## config.mk

```make
export PLATFORM = sky130hd
export DESIGN_NAME = alu16_seq
export DESIGN_NICKNAME = d
export VERILOG_FILES = /design/src/rtl/alu16_seq.sv
export SDC_FILE = /design/constraint.sdc
export NUM_CORES = 1
export LEC_CHECK = 0
export BUFFER_PORTS_ARGS = -buffer_cell sky130_fd_sc_hd__buf_2
export CAP_MARGIN = 25
export CELL_PAD_IN_SITES_DETAIL_PLACEMENT = 0
export CELL_PAD_IN_SITES_GLOBAL_PLACEMENT = 1
export CORE_MARGIN = 2
export CORE_UTILIZATION = 27
export DETAILED_ROUTE_END_ITERATION = 6
export HOLD_SLACK_MARGIN = 0.05
export PLACE_DENSITY_LB_ADDON = 0.15
export SLEW_MARGIN = 40
export SYNTH_ARGS = -nofsm -noshare
export SYNTH_HDL_FRONTEND = slang
export SYNTH_SLANG_ARGS = --single-unit
```

## constraint.sdc

```tcl
create_clock -name i_clk -period 2.4 [get_ports i_clk]
set_clock_uncertainty 0.1 [all_clocks]
set_input_delay 0.12 -clock i_clk [delete_from_list [all_inputs] [get_ports i_clk]]
set_output_delay 0.12 -clock i_clk [all_outputs]
set_load 0.005 [all_outputs]
```

## src/rtl/alu16_seq.sv

```systemverilog
// alu16_seq: sequences a 16-bit operation over an external combinational
// 8-bit ALU in two byte steps (IDLE -> STEP1 -> STEP2 -> FINISH -> IDLE).
//
// Configuration macro: ALU16_SHIFT_EN enables shift/rotate ops 9-13.
// Without it those op codes are rejected with ERR, exactly like op 15.
//
// Ports:
//   i_clk, i_rst_n          clock, synchronous active-low reset
//   i_start, i_op, i_a16,
//   i_b16, i_cin            request, op code, operands and carry-in
//   o_alu_sel, o_alu_a,
//   o_alu_b, o_alu_cin      drive to the external 8-bit ALU
//   i_alu_result, i_alu_c,
//   i_alu_z                 same-cycle return from the external ALU
//   o_busy, o_done, o_err   status (done/err are one-cycle pulses)
//   o_result16, o_c, o_z    registered 16-bit result and flags
module alu16_seq (
    input  logic        i_clk,
    input  logic        i_rst_n,
    input  logic        i_start,
    input  logic [3:0]  i_op,
    input  logic [15:0] i_a16,
    input  logic [15:0] i_b16,
    input  logic        i_cin,
    output logic [3:0]  o_alu_sel,
    output logic [7:0]  o_alu_a,
    output logic [7:0]  o_alu_b,
    output logic        o_alu_cin,
    input  logic [7:0]  i_alu_result,
    input  logic        i_alu_c,
    input  logic        i_alu_z,
    output logic        o_busy,
    output logic        o_done,
    output logic        o_err,
    output logic [15:0] o_result16,
    output logic        o_c,
    output logic        o_z
);

    localparam int unsigned W_DATA = 16;
    localparam int unsigned W_BYTE = 8;
    localparam int unsigned W_OP   = 4;

    localparam logic [1:0] S_IDLE   = 2'd0;
    localparam logic [1:0] S_STEP1  = 2'd1;
    localparam logic [1:0] S_STEP2  = 2'd2;
    localparam logic [1:0] S_FINISH = 2'd3;

    localparam logic [W_OP-1:0] OP_ADD  = 4'd0;
    localparam logic [W_OP-1:0] OP_ADDC = 4'd1;
    localparam logic [W_OP-1:0] OP_SUB  = 4'd2;
    localparam logic [W_OP-1:0] OP_SUBC = 4'd3;
    localparam logic [W_OP-1:0] OP_CMP  = 4'd4;
    localparam logic [W_OP-1:0] OP_AND  = 4'd5;
    localparam logic [W_OP-1:0] OP_OR   = 4'd6;
    localparam logic [W_OP-1:0] OP_EXOR = 4'd7;
    localparam logic [W_OP-1:0] OP_TEST = 4'd8;
`ifdef ALU16_SHIFT_EN
    localparam logic [W_OP-1:0] OP_LSL  = 4'd9;
    localparam logic [W_OP-1:0] OP_LSR  = 4'd10;
    localparam logic [W_OP-1:0] OP_ROL  = 4'd11;
    localparam logic [W_OP-1:0] OP_ROR  = 4'd12;
    localparam logic [W_OP-1:0] OP_ASR  = 4'd13;
`endif
    localparam logic [W_OP-1:0] OP_MOV  = 4'd14;

    // Op codes this build accepts.
    function automatic logic f_supported(input logic [W_OP-1:0] op);
`ifdef ALU16_SHIFT_EN
        return op != 4'd15;
`else
        return (op <= OP_TEST) || (op == OP_MOV);
`endif
    endfunction

    // ALU select for the first byte step.
    function automatic logic [W_OP-1:0] f_sel1(input logic [W_OP-1:0] op);
        logic [W_OP-1:0] sel;
        sel = '0;
        case (op)
            OP_ADD:                                  sel = OP_ADD;
            OP_ADDC:                                 sel = OP_ADDC;
            OP_SUB, OP_CMP:                          sel = OP_SUB;
            OP_SUBC:                                 sel = OP_SUBC;
            OP_AND, OP_OR, OP_EXOR, OP_TEST, OP_MOV: sel = op;
`ifdef ALU16_SHIFT_EN
            OP_LSL, OP_ROL:                          sel = OP_LSL;
            OP_LSR, OP_ROR:                          sel = OP_LSR;
            OP_ASR:                                  sel = OP_ASR;
`endif
            default:                                 sel = '0;
        endcase
        return sel;
    endfunction

    // ALU select for the second byte step (always the carry-chaining form).
    function automatic logic [W_OP-1:0] f_sel2(input logic [W_OP-1:0] op);
        logic [W_OP-1:0] sel;
        sel = '0;
        case (op)
            OP_ADD, OP_ADDC:                         sel = OP_ADDC;
            OP_SUB, OP_SUBC, OP_CMP:                 sel = OP_SUBC;
            OP_AND, OP_OR, OP_EXOR, OP_TEST, OP_MOV: sel = op;
`ifdef ALU16_SHIFT_EN
            OP_LSL, OP_ROL:                          sel = OP_LSL;
            OP_LSR, OP_ROR, OP_ASR:                  sel = OP_LSR;
`endif
            default:                                 sel = '0;
        endcase
        return sel;
    endfunction

    // Ops whose second step consumes the first step's carry/borrow.
    function automatic logic f_chain(input logic [W_OP-1:0] op);
        logic ch;
        ch = 1'b0;
        case (op)
            OP_ADD, OP_ADDC, OP_SUB, OP_SUBC, OP_CMP: ch = 1'b1;
`ifdef ALU16_SHIFT_EN
            OP_LSL, OP_LSR, OP_ROL, OP_ROR, OP_ASR:   ch = 1'b1;
`endif
            default:                                  ch = 1'b0;
        endcase
        return ch;
    endfunction

    logic [1:0]        r_state;
    logic [1:0]        w_state_nxt;
    logic [W_OP-1:0]   r_op;
    logic [W_DATA-1:0] r_a;
    logic [W_DATA-1:0] r_b;
    logic [W_BYTE-1:0] r_byte1;
    logic [W_BYTE-1:0] r_byte2;
    logic              r_z1;
    logic              r_z2;
    logic              r_c2;

    logic              w_accept;
    logic              w_first_hi_new;
    logic              w_first_hi_lat;
    logic              w_cin1;
    logic              w_busy_nxt;
    logic              w_done_nxt;
    logic              w_err_nxt;
    logic [W_OP-1:0]   w_alu_sel_nxt;
    logic [W_BYTE-1:0] w_alu_a_nxt;
    logic [W_BYTE-1:0] w_alu_b_nxt;
    logic              w_alu_cin_nxt;

    assign w_accept = (r_state == S_IDLE) && i_start && f_supported(i_op);

    // Right-type ops (shift toward bit 0) walk high byte first.
`ifdef ALU16_SHIFT_EN
    assign w_first_hi_new = (i_op == OP_LSR) || (i_op == OP_ROR) || (i_op == OP_ASR);
    assign w_first_hi_lat = (r_op == OP_LSR) || (r_op == OP_ROR) || (r_op == OP_ASR);
`else
    assign w_first_hi_new = 1'b0;
    assign w_first_hi_lat = 1'b0;
`endif

    // First-step carry-in: rotates feed back the bit that wraps around.
    always_comb begin
        w_cin1 = 1'b0;
        case (i_op)
            OP_ADD, OP_ADDC, OP_SUB, OP_SUBC, OP_CMP: w_cin1 = i_cin;
`ifdef ALU16_SHIFT_EN
            OP_LSL, OP_LSR:                           w_cin1 = i_cin;
            OP_ROL:                                   w_cin1 = i_a16[15];
            OP_ROR:                                   w_cin1 = i_a16[0];
`endif
            default:                                  w_cin1 = 1'b0;
        endcase
    end

    // State register.
    always_ff @(posedge i_clk) begin
        if (!i_rst_n) begin
            r_state <= S_IDLE;
        end else begin
            r_state <= w_state_nxt;
        end
    end

    // Next state and next values of the registered control outputs.
    always_comb begin
        w_state_nxt   = r_state;
        w_busy_nxt    = 1'b0;
        w_done_nxt    = 1'b0;
        w_err_nxt     = 1'b0;
        w_alu_sel_nxt = '0;
        w_alu_a_nxt   = '0;
        w_alu_b_nxt   = '0;
        w_alu_cin_nxt = 1'b0;
        case (r_state)
            S_IDLE: begin
                if (w_accept) begin
                    w_state_nxt   = S_STEP1;
                    w_busy_nxt    = 1'b1;
                    w_alu_sel_nxt = f_sel1(i_op);
                    w_alu_a_nxt   = w_first_hi_new ? i_a16[15:8] : i_a16[7:0];
                    w_alu_b_nxt   = w_first_hi_new ? i_b16[15:8] : i_b16[7:0];
                    w_alu_cin_nxt = w_cin1;
                end else if (i_start) begin
                    w_err_nxt = 1'b1;
                end
            end
            S_STEP1: begin
                w_state_nxt   = S_STEP2;
                w_busy_nxt    = 1'b1;
                w_alu_sel_nxt = f_sel2(r_op);
                w_alu_a_nxt   = w_first_hi_lat ? r_a[7:0] : r_a[15:8];
                w_alu_b_nxt   = w_first_hi_lat ? r_b[7:0] : r_b[15:8];
                w_alu_cin_nxt = f_chain(r_op) & i_alu_c;
            end
            S_STEP2: begin
                w_state_nxt = S_FINISH;
                w_busy_nxt  = 1'b1;
            end
            S_FINISH: begin
                w_state_nxt = S_IDLE;
                w_done_nxt  = 1'b1;
            end
            default: w_state_nxt = S_IDLE;
        endcase
    end

    // Control outputs.
    always_ff @(posedge i_clk) begin
        if (!i_rst_n) begin
            o_busy    <= 1'b0;
            o_done    <= 1'b0;
            o_err     <= 1'b0;
            o_alu_sel <= '0;
            o_alu_a   <= '0;
            o_alu_b   <= '0;
            o_alu_cin <= 1'b0;
        end else begin
            o_busy    <= w_busy_nxt;
            o_done    <= w_done_nxt;
            o_err     <= w_err_nxt;
            o_alu_sel <= w_alu_sel_nxt;
            o_alu_a   <= w_alu_a_nxt;
            o_alu_b   <= w_alu_b_nxt;
            o_alu_cin <= w_alu_cin_nxt;
        end
    end

    // Operand latch, per-step byte capture and final result update.
    always_ff @(posedge i_clk) begin
        if (!i_rst_n) begin
            r_op       <= '0;
            r_a        <= '0;
            r_b        <= '0;
            r_byte1    <= '0;
            r_byte2    <= '0;
            r_z1       <= 1'b0;
            r_z2       <= 1'b0;
            r_c2       <= 1'b0;
            o_result16 <= '0;
            o_c        <= 1'b0;
            o_z        <= 1'b0;
        end else begin
            case (r_state)
                S_IDLE: begin
                    if (w_accept) begin
                        r_op <= i_op;
                        r_a  <= i_a16;
                        r_b  <= i_b16;
                    end
                end
                S_STEP1: begin
                    r_byte1 <= i_alu_result;
                    r_z1    <= i_alu_z;
                end
                S_STEP2: begin
                    r_byte2 <= i_alu_result;
                    r_z2    <= i_alu_z;
                    r_c2    <= i_alu_c;
                end
                S_FINISH: begin
                    o_c <= r_c2;
                    // ALU zero flag per byte: 16-bit zero needs both bytes zero.
                    o_z <= r_z1 & r_z2;
                    // CMP and TEST only update the flags.
                    if ((r_op != OP_CMP) && (r_op != OP_TEST)) begin
                        o_result16 <= w_first_hi_lat ? {r_byte1, r_byte2}
                                                     : {r_byte2, r_byte1};
                    end
                end
                default: ;
            endcase
        end
    end

endmodule

```

* Word level (Yosys, flattened, before mapping)
Index checks and enable logic that the tools add are counted.
** Word-level totals
- Output and inout bits :: 42
- Input bits :: 50
- Logic and storage cells :: 85
- Register bits after elaboration :: 99
** Cells by class
- Muxes and demuxes :: 19
- Reductions and logical operators :: 18
- Bitwise gates (word level) :: 4
- Eq/ne operators :: 24
- Order comparisons :: 1
** Operators by type and width (count)
- $eq 4x3->1 const B :: 8
- $pmux 8 s2 :: 2
- $reduce_or 5->1 :: 4
- $eq 4x2->1 const B :: 4
- $eq 4x4->1 const B :: 4
- $mux 8 :: 2
- $pmux 4 s4 :: 1
- $pmux 4 s3 :: 1
- $eq 4x1->1 const B :: 2
- $logic_not 4->1 :: 2
- $pmux 2 s4 :: 1
- $pmux 4 s2 :: 1
- $mux 1 :: 7
- $reduce_or 2->1 :: 3
- $reduce_or 3->1 :: 2
- $eq 2x2->1 const B :: 2
- $le 4x4->1 const B :: 1
- $mux 4 :: 1
- $ne 4x3->1 const B :: 1
- $ne 4x4->1 const B :: 1
- $pmux 1 s2 :: 2
- $reduce_and 2->1 :: 2
- $logic_and 1x1->1 :: 3
- $and 1x1->1 :: 2
- other kinds (6) :: 7

* Longest topological paths before layout
- Word-level depth :: 6
- Mapped depth :: 8
- Depth with buffers taken out :: 5

* Worst setup path after synthesis
No wires, ideal clock.
- Kind :: reg2reg
- From :: register r_state[0]
- To :: register r_a[8]
- Setup time :: 72 ps
- Arrival :: 1513 ps
- Stages on the path, launching flop included :: 8
- Period minus slack after synthesis :: 1685 ps
- Required time :: 2228 ps
- Path buffers :: 2
- Slack :: 715 ps
- Cells stage by stage :: dfxtp_1 inv_1 ha_1 buf_2 and3b_1 a41oi_4 buf_6 mux2i_1
** On the way
- Cells in the longest elaborated chain, start to end :: 4
** Ends and longest elaborated chain
- start, declared :: line 127 : logic [1:0] r_state;
- start signal, assigned :: line 180 : r_state <= w_state_nxt;
- $logic_not 2->1 (*) :: line 150, 263
- $logic_and 1x1->1 (2 in a row) :: line 150 : assign w_accept = (r_state == S_IDLE) && i_start && f_supported(i_op);
- $reduce_and 2->1 (no line) (*)
- end signal, assigned :: line 267 : r_a <= i_a16;
- end, declared :: line 130 : logic [W_DATA-1:0] r_a;
Mark *: on every way between the ends. The rest lies on a longest branch, timed or not.
A chain may end at the register's enable or synchronous reset.

* Worst setup path after layout
- From :: register r_state[0]
- To :: register r_b[11]
** On the way
- Cells in the longest elaborated chain, start to end :: 4
** Ends and longest elaborated chain
- $logic_not 2->1 (*) :: line 150, 263
- $logic_and 1x1->1 (2 in a row) :: line 150
- $reduce_and 2->1 (no line) (*)
- end signal, assigned :: line 268 : r_b <= i_b16;
- end, declared :: line 131 : logic [W_DATA-1:0] r_b;
Marks and branches as above.

==> results by group <==
Run status
  – Status: finished clean

Layout
  – Fraction of layout cells with a size suffix above 1: 0.230
  – Antenna diodes: 0
  – Commonest non-fill, non-tap cell in the layout: buf_2
  – P&R area growth vs syn: 39.1%
  – Register area: 1660 µm²
  – Nets: ~550
  – Most frequent cells in the layout: 90 x buf_2, 89 x nand2_1, 83 x dfxtp_1
  – Filler cells: 1271
  – Multi-input gate area: 1560 µm²

Placement
  – RePlAce Congestion: ~0.75
  – Port buffer count: about 90
  – DP HPWL: between 5000 and 6000 µm

Clock tree
  – CTS max path bufs: 2
  – Clock root buffer: clkbuf_16
  – CTS tree: done
  – H-tree levels: 3
  – Reg clk slew, reported paths: roughly 60 ps
  – CTS sink count: 83
  – Clock Latency Late Sink: 340 ps
  – CTS Buf Count: 9
  – Post-CTS setup buffers: 0

Worst setup path
  – Worst-path maximum fanout: 40
  – WS Path Type: reg -> reg
  – Worst path slowest cell: dfxtp_1
  – Worst path cell trace: inv_1 > ha_1 > and3b_1 > a41oi_4 > buf_12 > mux2i_1
  – Worst endpoint required time: roughly 2600 ps
  – Cell family with most CP delay: flip-flops
  – Buffers and inverters on the worst path: 2
  – Largest stage delay, worst path: 360 ps
  – Critical path endpoint category: flip-flop
  – Startpoint types: flip-flop
  – Crit path arrival time: between 2000 and 2500 ps

Die
  – Core Rows: 40
  – Die Ht: ~120 µm
  – Io pins: between 90 and 100
  – Die Wd: ~120 µm
  – Die area: around 14000 µm²
  – Initial Util: 0.280
  – Core area: around 12000 µm²

Synth
  – Post-synthesis cell count: between 300 and 400
  – Seq cells post-synth: a little over 80
  – Post-synthesis sequential area ratio: 0.489
  – Synthesized Nets: approximately 420
  – Total number of yosys warnings: 0
  – Synth Area per Inst: between 9 and 10 µm²
  – Distinct cell type count after synthesis: 37
  – Cell Area, Synth: 3400 µm²

Detailed routing
  – Via-per-instance ratio: 4.27
  – Uppermost routed layer: met4
  – Post-route ant nets: 0
  – Routed len/inst: between 10 and 15 µm
  – WL met3: about 420 µm
  – First-pass iteration count of the detailed router: 4
  – Starting DRT DRC Count: roughly 120
  – Routed WL: around 8600 µm
  – Met2 wire len: 3920 µm
  – Vias: approximately 2800
  – Metal1 wirelength: just over 4000 µm
  – Drc violations: 0

STA
  – Worst-Margin Slew: around 540 ps
  – Endpoints failing hold: 0
  – RSZ-0062 raised after global routing: no
  – Fin crit period: just under 2000 ps
  – Max Freq: roughly 520 MHz
  – Fin Setup TNS: 0 ps
  – Final setup violation count: 0
  – Max Transition Viols Final: 0
  – Final cycle utilization of the critical path: 0.800
  – Slew headroom: 0.638

Global routing
  – Largest net degree at the start of global routing: 50
  – Initial antenna violation count: 0
  – First-pass GRT wire length: around 14000 µm
  – Gr ovfl total: 0
  – Vias in the first global route: roughly 2800
  – Global-route usage over all layers: 0.134

Power and ir drop
  – Leakage power: 2.01 nW
  – Power density relative to cell area: 873 nW/µm²
  – Total power: 4.13 mW
  – Maximum vdd ir drop: around 0.35 mV

Flow run
  – Max Cap Viol: 0

Worst hold path
  – Worst hold path type: in -> reg
-- per-stage QoR --
step                      instance area, µm²   util  hold slack [ps]  worst slack (ps)  cells
after floorplan                         3400      -              153               715    364
after global placement                  3980  0.328              261               571    603
after detailed placement                3980  0.328              263               483    603
after CTS                               4730  0.389             53.2               463    663
after global routing                    4730  0.389             76.8               344    663
final                                   4730  0.389             74.4               480    663
-- final cells by class --
class,count,share of cell area
Clock buffer,13,0.0550
Clock inverter,2,0.00741
Timing Repair Buffer,144,0.207
Inverter,6,0.00476
Sequential cell,83,0.351
Tap cell,168,0.0444
Multi-Input combinational cell,247,0.330
-- synthesized netlist by cell type, drive strengths merged --
cell type,n,area (µm²)
a211o,1,8.76
a21boi,1,7.51
a21oi,4,20.0
a22oi,1,7.51
a311oi,1,8.76
a31o,1,8.76
a31oi,2,12.5
a41oi,1,27.5
and2,1,6.26
and3,2,12.5
and3b,1,8.76
buf,15,109
clkbuf,13,48.8
dfxtp,83,1660
ha,4,50.1
inv,6,22.5
mux2i,55,551
nand2,89,334
nand2b,4,25.0
nand3,20,100
nand3b,1,7.51
nand4,1,6.26
nand4b,2,17.5
nor2b,25,156
o211ai,1,7.51
o21a,1,7.51
o21ai,22,110
o22ai,1,6.26
o311ai,1,8.76
o31a,1,8.76
xnor2,3,33.8
-- metal layers --
layer,global-route usage,vias to the layer above
li1,-,1467
met2,0.213,64
met1,0.163,1283
met4,0.0651,0
met5,0,-
met3,0.0457,16
-- cells by family after synthesis --
logic type,share of synthesized area
adders and majority gates,0.0147
buffers and inverters,0.0530
and+or+nand+nor,0.198
muxes,0.162
AOI/OAI and AO/OA,0.0736
DFF,0.489
xor gates and xnor gates,0.00994
-- registers in the layout, indices dropped and copies added, names as in the netlist, 2 cells and up --
register	count
r_state	2
o_alu_a	8
o_alu_b	8
r_byte2	8
r_op	4
r_a	8
r_b	8
o_alu_sel	4
o_result16	16
r_byte1	8
-- timing repair --
action                    CTS  global route
gates resized for setup     0             0
hold endpoints to repair   55             0
hold buffers               45             0
-- final timing paths --
path / start / end / slack (ps) / cells past startpoint
worst max register to register: r_state[0]$_SDFFE_PN0P_ / r_b[11]$_SDFFE_PN0P_ / 480 / 6
worst min-delay path: i_op[3] / o_alu_cin$_SDFF_PN0_ / 70 / 3
worst max-delay path: r_state[0]$_SDFFE_PN0P_ / r_b[11]$_SDFFE_PN0P_ / 480 / 6
worst min register to register: o_result16[7]$_SDFFE_PN0P_ / o_result16[7]$_SDFFE_PN0P_ / 350 / 2
-- tightest hold or removal path, cell delays in order --
cell      delay (ps)
buf_2            160
nand4b_1         130
o21ai_1           60
-- power breakdown --
| part | switching [mW] | internal [mW] | total, mW | leakage (nW) |
|---|---|---|---|---|
| clock | 0.528 | 0.856 | 1.38 | 0.146 |
| combinational | 0.563 | 0.485 | 1.05 | 1.19 |
| sequential | 0.106 | 1.59 | 1.70 | 0.675 |
Note: power is estimated with default switching activity, not from simulation.
